<file path="src/rtl/sint_window_accumulator.sv">
// sint_window_accumulator: sums COUNT signed samples per window and emits the
// window total on a valid/ready stream.
//
// Optional feature macro: SINT_ACC_SAT_EN
//   defined   -> accumulator and out_data clamp to the signed range on overflow
//   undefined -> accumulator and out_data wrap (two's complement) to ACC_WIDTH
//
// Ports:
//   CLK         in   rising-edge clock
//   ASYNCRESET  in   asynchronous active-high reset
//   in_valid    in   in_data valid
//   in_ready    out  block accepts in_data this cycle
//   in_data     in   [WIDTH-1:0] signed sample
//   out_valid   out  out_data/out_ovf hold a completed window
//   out_ready   in   sink accepts the output this cycle
//   out_data    out  [ACC_WIDTH-1:0] signed window total
//   out_ovf     out  accumulator left the signed range during the window

module sint_window_accumulator #(
    parameter int WIDTH     = 3,
    parameter int ACC_WIDTH = 8,
    parameter int COUNT     = 4
) (
    input  logic                 CLK,
    input  logic                 ASYNCRESET,
    input  logic                 in_valid,
    output logic                 in_ready,
    input  logic [WIDTH-1:0]     in_data,
    output logic                 out_valid,
    input  logic                 out_ready,
    output logic [ACC_WIDTH-1:0] out_data,
    output logic                 out_ovf
);

    localparam int CW = (COUNT > 1) ? $clog2(COUNT) : 1;

    localparam logic [CW-1:0] CNT_LAST = CW'(COUNT - 1);

    localparam logic [ACC_WIDTH-1:0] ACC_MAX =
        {1'b0, {(ACC_WIDTH-1){1'b1}}};
    localparam logic [ACC_WIDTH-1:0] ACC_MIN =
        {1'b1, {(ACC_WIDTH-1){1'b0}}};

    typedef enum logic {
        ACCUM = 1'b0,
        HOLD  = 1'b1
    } state_t;

    state_t               state;
    state_t               state_n;
    logic [ACC_WIDTH-1:0] acc;
    logic [ACC_WIDTH-1:0] acc_n;
    logic [CW-1:0]        cnt;
    logic [CW-1:0]        cnt_n;
    logic                 ovf;
    logic                 ovf_n;
    logic                 out_valid_n;
    logic [ACC_WIDTH-1:0] out_data_n;
    logic                 out_ovf_n;

    logic [ACC_WIDTH:0]   sample_ext;
    logic [ACC_WIDTH:0]   sum;
    logic                 overflow;
    logic [ACC_WIDTH-1:0] sum_fit;
    logic [ACC_WIDTH-1:0] load_val;
    logic                 in_acc;
    logic                 out_acc;
    logic                 last;

    // One guard bit above the accumulator: two in-range operands can
    // never overflow at ACC_WIDTH+1, so the top two bits disagreeing
    // is exactly the out-of-range condition.
    assign sample_ext = {{(ACC_WIDTH+1-WIDTH){in_data[WIDTH-1]}}, in_data};
    assign sum        = {acc[ACC_WIDTH-1], acc} + sample_ext;
    assign overflow   = sum[ACC_WIDTH] ^ sum[ACC_WIDTH-1];

`ifdef SINT_ACC_SAT_EN
    assign sum_fit = overflow ?
                     (sum[ACC_WIDTH] ? ACC_MIN : ACC_MAX) :
                     sum[ACC_WIDTH-1:0];
`else
    assign sum_fit = sum[ACC_WIDTH-1:0];
`endif

    // First sample of a window lands in an empty accumulator; it
    // always fits because ACC_WIDTH >= WIDTH.
    assign load_val = sample_ext[ACC_WIDTH-1:0];

    assign last    = (cnt == CNT_LAST);
    assign in_acc  = in_valid & in_ready;
    assign out_acc = out_valid & out_ready;

    always_ff @(posedge CLK or posedge ASYNCRESET) begin
        if (ASYNCRESET) begin
            state     <= ACCUM;
            acc       <= '0;
            cnt       <= '0;
            ovf       <= 1'b0;
            out_valid <= 1'b0;
            out_data  <= '0;
            out_ovf   <= 1'b0;
        end else begin
            state     <= state_n;
            acc       <= acc_n;
            cnt       <= cnt_n;
            ovf       <= ovf_n;
            out_valid <= out_valid_n;
            out_data  <= out_data_n;
            out_ovf   <= out_ovf_n;
        end
    end

    always_comb begin
        state_n     = state;
        acc_n       = acc;
        cnt_n       = cnt;
        ovf_n       = ovf;
        out_valid_n = out_valid;
        out_data_n  = out_data;
        out_ovf_n   = out_ovf;
        in_ready    = 1'b1;

        unique case (state)
            ACCUM: begin
                in_ready = 1'b1;
                if (in_acc) begin
                    if (!last) begin
                        acc_n = sum_fit;
                        cnt_n = cnt + CW'(1);
                        ovf_n = ovf | overflow;
                    end else begin
                        out_data_n  = sum_fit;
                        out_ovf_n   = ovf | overflow;
                        out_valid_n = 1'b1;
                        acc_n       = '0;
                        cnt_n       = '0;
                        ovf_n       = 1'b0;
                        state_n     = HOLD;
                    end
                end
            end

            HOLD: begin
                // Pass-through readiness: a new sample is taken only
                // in the cycle the held result leaves.
                in_ready = out_ready;
                if (out_acc && !in_acc) begin
                    out_valid_n = 1'b0;
                    state_n     = ACCUM;
                end else if (out_acc && in_acc) begin
                    if (COUNT == 1) begin
                        // Single-sample windows complete immediately.
                        out_data_n = load_val;
                        out_ovf_n  = 1'b0;
                    end else begin
                        acc_n       = load_val;
                        cnt_n       = CW'(1);
                        ovf_n       = 1'b0;
                        out_valid_n = 1'b0;
                        state_n     = ACCUM;
                    end
                end
            end

            default: begin
                state_n = ACCUM;
            end
        endcase
    end

endmodule

</file>
<file path="config.mk">
export PLATFORM = sky130hd
export DESIGN_NAME = sint_window_accumulator
export DESIGN_NICKNAME = d
export VERILOG_FILES = /design/src/rtl/sint_window_accumulator.sv
export SDC_FILE = /design/constraint.sdc
export NUM_CORES = 1
export LEC_CHECK = 0
export ABC_AREA = 1
export BUFFER_PORTS_ARGS = -buffer_cell sky130_fd_sc_hd__clkbuf_2
export CORE_AREA = 4 4 63 48
export CTS_CLUSTER_DIAMETER = 50
export CTS_CLUSTER_SIZE = 16
export DETAILED_ROUTE_END_ITERATION = 8
export DIE_AREA = 0 0 67 52
export PLACE_DENSITY_LB_ADDON = 0.05
export SLEW_MARGIN = 10
export SYNTH_ARGS = -nofsm -noshare
export SYNTH_HDL_FRONTEND = slang
export SYNTH_SLANG_ARGS = --single-unit
</file>
<file path="constraint.sdc">
create_clock -name CLK -period 2.2 [get_ports CLK]
set_input_delay 0.44 -clock CLK [delete_from_list [all_inputs] [get_ports CLK]]
set_output_delay 0.44 -clock CLK [all_outputs]
set_load 0.03 [all_outputs]
</file>
==> results.cfg, run 1 <==
[clock_tree]
cts_tree = done
cts_root_buf = clkbuf_4
cts.sinks = 22
clk_latency_ns = 0.31
cts_made_buffers = 3
post_cts_resized = 0
cts-htree-levels = 1
postCtsSetupRepairBufs = 0
hold_buffers = 0
path_clk_slew_ns = 0.12
clockBufferDepth = 2

[sta]
slew_headroom_pct = 74.6
grt_setup_unrepaired = false
setup_viol = 0
fmax_mhz = 558
fin_crit_ns = 1.79
fin_worst_skew_ns = 0.00546
fin_crit_sh_pct = 81.5
worst_pin_slew_ns = 0.380
fin_setup_tns_ns = 0
setup_ws_ns = 0.407
drv_slew = 0
hold_violations = 0

[drt]
viasPerCell = 4.82
vias = 1075
wl_met1_mm = 1.29
drcViolationCount = 0
wl_met2_mm = 1.30
wire_per_inst_um = 12.1
drt-total-wl_mm = 2.70
ant_nets = 0
top_layer = met4
met3_length_um = 95
first_pass_iters = 4
dr.first_iter.drc_count = 37

[setup_path]
worstReg2RegEnd = acc[6]
critical_path_class = flip-flop to flip-flop
cpMaxStageDelayCell = fa_1
crit_path_start_kind = flip-flop
rrSetupSlack_ns = 0.41
worstPathCellList = ha_1, fa_1, nand2_1, nand2_1, nand2_1, nor2_1, nor2_1, nand2_1, nand3_1, nand3_1
crit_top_cell = nand2_1
crit_fanout = 4
end_kind = flip-flop
crit_required_ns = 2.39
worstPathArrival_ns = 1.99
ff2ff_path_depth = 10
cpPeakStageDelay_ns = 0.41
rr_startpoint = acc[0]

[place]
dpl_worst_slack_ns = 0.265
port-buffer-count = 17
dp_hpwl_mm = 2.09
place_congestion = 0.923

[job]
drv_cap = 0

[pwr]
p_leak_uw = 0.000862
power_density_nw_per_um2 = 460
pwr-share-seq_pct = 59.6
switchingPower_uw = 156
p_sw_share_pct = 22.9
vdd_drop_max_mv = 0.277
p_int_uw = 523
p_clk_share_pct = 32.9
p_comb_share_pct = 7.5

[floorplan]
die_width_um = 67
die_y_um = 52
core_um2 = 2380
num_io_pins = 18
initial_core_util_pct = 55.1
die_area_um2 = 3480
rows = 15

[logic_synthesis]
syn_avg_cell_area_um2 = 7.81
yosysSeqAreaShare_pct = 41.9
synthesis.nets = 185
ys_types = 24
synth_area_um2 = 1310
synth_cells = 168
ys_ff_latch = 22
ys_warn_count = 0

[global_route]
grt_pass1_wl_mm = 4.70
antenna_found_initial = 0
grt_pass1_vias = 1047
track_usage_pct = 18.2
grt_max_degree = 23
grt_remaining_overflow = 0

[layout]
final_cell_mix = nand2_1, dfrtp_1, clkbuf_2
fill_cells = 225
diodes = 0
area_delta_synth_final_pct = 12.4
drive_above_1_share_pct = 19.6
finish.utilization_pct = 61.9
mostFrequentLayoutCell = nand2_1
fin_nets = 207

[outcome]
outcome = finished clean

[worst_hold_path]
hold_path.class = primary input to asynchronous set/reset pin
sequential cells by signal (all words and copies together) (netlist names):
register,cells
cnt,2
ovf,1
out_ovf,1
acc,8
out_valid,1
out_data,8
state,1
synth_stat cells:
| cell | number | share of area (%) |
|---|---|---|
| xor2_2 | 1 | 1.2 |
| inv_2 | 2 | 0.57 |
| nor2_2 | 3 | 1.4 |
| nand3_1 | 12 | 4.6 |
| nand2_1 | 70 | 20 |
| inv_1 | 16 | 4.6 |
| or2_1 | 2 | 0.95 |
| xor2_1 | 4 | 2.7 |
| o211ai_1 | 2 | 1.1 |
| nor2_1 | 6 | 1.7 |
| a21oi_1 | 2 | 0.76 |
| nand4_1 | 1 | 0.48 |
| dfrtp_1 | 22 | 42 |
| nand3_2 | 1 | 0.76 |
| a21oi_2 | 1 | 0.67 |
| o21ai_0 | 4 | 1.5 |
| o21bai_1 | 1 | 0.57 |
| fa_1 | 1 | 1.5 |
| or2_2 | 2 | 0.95 |
| ha_1 | 9 | 8.6 |
| nand2_2 | 3 | 1.4 |
| buf_6 | 1 | 0.86 |
| o21ai_2 | 1 | 0.67 |
| buf_2 | 1 | 0.38 |
worst max-delay path by stage:
| stage | startpoint | to | cells past startpoint |
|---|---|---|---|
| finish | acc[0] | acc[6] | 10 |
| global route | acc[0] | acc[6] | 10 |
| CTS | acc[0] | acc[6] | 10 |
| detailed placement | in_data[0] | acc[6] | 11 |
| global placement | in_data[0] | acc[6] | 11 |
| floorplan | in_data[0] | acc[6] | 10 |
power by group through the flow:
stage,Sequential [uW],Combinational (uW),Clock (uW)
2_1_floorplan,412,31.9,0
3_3_place_gp,412,50.6,0
3_5_place_dp,412,51.9,0
4_1_cts,404,52.0,232
5_1_grt,404,58.3,246
6_report,404,50.9,223
final cells by class:
cell class                 instances  area (um2)  area share, %
sequential                        22         551           37.3
tap                               34        42.5           2.88
multi-input combinational        126         678           46.0
inverter                          18        67.6           4.58
timing repair buffer              19         100           6.79
clock buffer                       4        36.3           2.46
per-layer routing:
layer,up-vias,track usage [%]
met1,487,22.7
li1,567,-
met3,2,4.54
met4,0,5.05
met2,19,31.0
met5,-,0
cell families after synthesis:
kind of cell	after synthesis	synth area share [%]
flops	22	41.9
fa+ha+maj	10	10.1
compound gates	11	5.34
buf+inv	20	6.39
xor+xnor	5	3.91
simple gates	100	32.3
critical path: cells and delay by family, from the launching register on:
family / cells / cell delay (ns)
simple gates: 8 / 0.65
fa+ha+maj: 2 / 0.62
flops: 1 / 0.40
stage by stage:
stage,cell area (um2),instances,hold WS [ns],power (uW)
after CTS,1480,223,0.134,688
after global placement,1440,219,0.462,463
after detailed placement,1440,219,0.464,464
after global routing,1480,223,0.153,709
final,1480,223,0.133,678
after floorplan,1310,168,0.429,444
Note: power is estimated with default switching activity, not from simulation.
==> run 2, diff against run 1 <==
clock period = 1.86 ns   (was 2.2 ns; I/O delays follow)
==> run 2 against run 1 <==
Via count is 2.3% higher. Clock power is 4% lower. Final area is 0.59% lower. Count of clock-buffer cells in the layout is 1 lower. Wire length is 0.22% higher. Largest cell class unchanged.
==> results.cfg, run 2 (synthesis results as in run 1) <==
[outcome]
outcome = finished clean

[setup_path]
cpMaxStageDelayCell = dfrtp_1
end_kind = flip-flop
path_buf_inv = 0
critPathTopFamily = simple AND/OR/NAND/NOR gates
crit_path_start_kind = flip-flop
worstPathArrival_ns = 1.89
crit_top_cell = nand2_1
cpPeakStageDelay_ns = 0.40
critical_path_class = flip-flop to flip-flop
critical_path.startpoint = acc[0]
crit_required_ns = 2.04
worstPathCellList = ha_1, fa_2, nand2_1, nand2_1, nand2_2, nor2_1, nor2_1, nand2_1, nand3_1, nand3_1
crit_fanout = 4
rr_startpoint = acc[0]

[layout]
fin_nets = 207
instances_no_fill = 222
area_delta_synth_final_pct = 11.7
reg_top3 = acc: 8 flops, out_data: 8 flops, cnt: 2 flops
fill_cells = 238
final_area_um2 = 1470
drive_above_1_share_pct = 20.2
diodes = 0
mostFrequentLayoutCell = nand2_1
final_cell_mix = nand2_1, dfrtp_1, clkbuf_2

[pwr]
pwr-share-seq_pct = 63.5
p_leak_uw = 0.000854
p_int_uw = 574
vdd_drop_max_mv = 0.320
p_comb_share_pct = 8.0
p_sw_share_pct = 23.7
power_density_nw_per_um2 = 513
switchingPower_uw = 179
p_clk_share_pct = 28.5

[sta]
fin_setup_tns_ns = 0
fin_worst_skew_ns = 0.00169
slew_headroom_pct = 74.8
fin_crit_ns = 1.70
fmax_mhz = 587
worst_pin_slew_ns = 0.378
hold_violations = 0
drv_slew = 0
fin_crit_sh_pct = 91.5
setup_viol = 0
grt_setup_unrepaired = false

[clock_tree]
clockBufferDepth = 2
cts_tree = done
cts_made_buffers = 3
path_clk_slew_ns = 0.11
cts_root_buf = clkbuf_4
cts-htree-levels = 1
clk_latency_ns = 0.30
cts.sinks = 22

[place]
dpl.cell_count = 219
place_area_um2 = 1440
dp_hpwl_mm = 2.14
port-buffer-count = 17
place_congestion = 0.911

[floorplan]
initial_core_util_pct = 55.1
rows = 15
die_width_um = 67
core_um2 = 2380
num_io_pins = 18
die_y_um = 52
die_area_um2 = 3480

[worst_hold_path]
hold_path.class = primary input to asynchronous set/reset pin

[drt]
drcViolationCount = 0
drt-total-wl_mm = 2.71
dr.first_iter.drc_count = 30
viasPerCell = 4.95
wire_per_inst_um = 12.2
vias = 1100
first_pass_iters = 4
ant_nets = 0

[global_route]
grt_pass1_vias = 1059
grt_max_degree = 23
antenna_found_initial = 0
grt_pass1_wl_mm = 4.60
track_usage_pct = 17.8
grt_remaining_overflow = 0

[job]
drv_cap = 0
run 2: cell types whose count changed in the layout (fill, tap and decap cells not counted):
cell and change:
nand2_1 -1, clkbuf_8 -1, nand2_2 +1, fa_1 -1, fa_2 +1
run 2: final cells by class:
| type | instances | area, um2 | area share, % |
|---|---|---|---|
| Inverter | 18 | 67.6 | 4.61 |
| Sequential cell | 22 | 551 | 37.5 |
| Tap cell | 34 | 42.5 | 2.90 |
| Timing Repair Buffer | 19 | 100 | 6.83 |
| Clock buffer | 3 | 22.5 | 1.54 |
| Multi-Input combinational cell | 126 | 683 | 46.6 |
run 2: path summary, 6_finish.rpt:
path / endpoint / slack, ns / cells after the start
min reg2reg: out_data[5] / 0.49 / 2
min: out_data[7] / 0.07 / 3
min in group CLK: cnt[1] / 0.32 / 3
max: acc[6] / 0.16 / 10
max reg2reg: acc[6] / 0.16 / 10
max in group asynchronous: acc[4] / 1.57 / 3
run 2: routing by layer:
layer  up-vias  part of all wire [%]  track usage [%]  wire (um)
met5         -                     0                0          0
met4         0                   1.8             6.73         48
met3         8                   4.8             4.97        131
met2        20                    48             29.7       1310
met1       506                    45             21.7       1220
li1        566                     -                -          -
run 2: per-stage QoR:
| stage | util, % | hold WS, ns | worst slack (ns) | power [uW] |
|---|---|---|---|---|
| after floorplan | - | 0.361 | 0.210 | 525 |
| after global routing | 61.5 | 0.0794 | 0.00981 | 780 |
| after global placement | 60.4 | 0.400 | 0.0199 | 547 |
| after detailed placement | 60.4 | 0.418 | -0.0423 | 548 |
| after CTS | 61.3 | 0.0809 | 0.0446 | 758 |
| final | 61.5 | 0.0742 | 0.158 | 753 |
run 2: power groups by stage:
stage	Clock, uW	Combinational (uW)	Sequential [uW]
3_3_place_gp	0	59.8	487
4_1_cts	219	61.2	478
2_1_floorplan	0	37.7	487
5_1_grt	234	67.7	478
3_5_place_dp	0	60.9	487
6_report	214	60.5	478
run 2: worst reg2reg max path: cells and delay by family (launching register included):
kind / cells / cell delay [ns]
flip-flops: 1 / 0.40
adder cells (fa/ha/maj): 2 / 0.57
AND/OR/NAND/NOR: 8 / 0.62
run 2: timing repair:
item | CTS | global route
endpoints found under the setup margin | 0 | 5
setup buffers | 0 | 0
hold buffers | 0 | 0
hold endpoints to repair | 0 | 0
gates resized for setup | 0 | 2
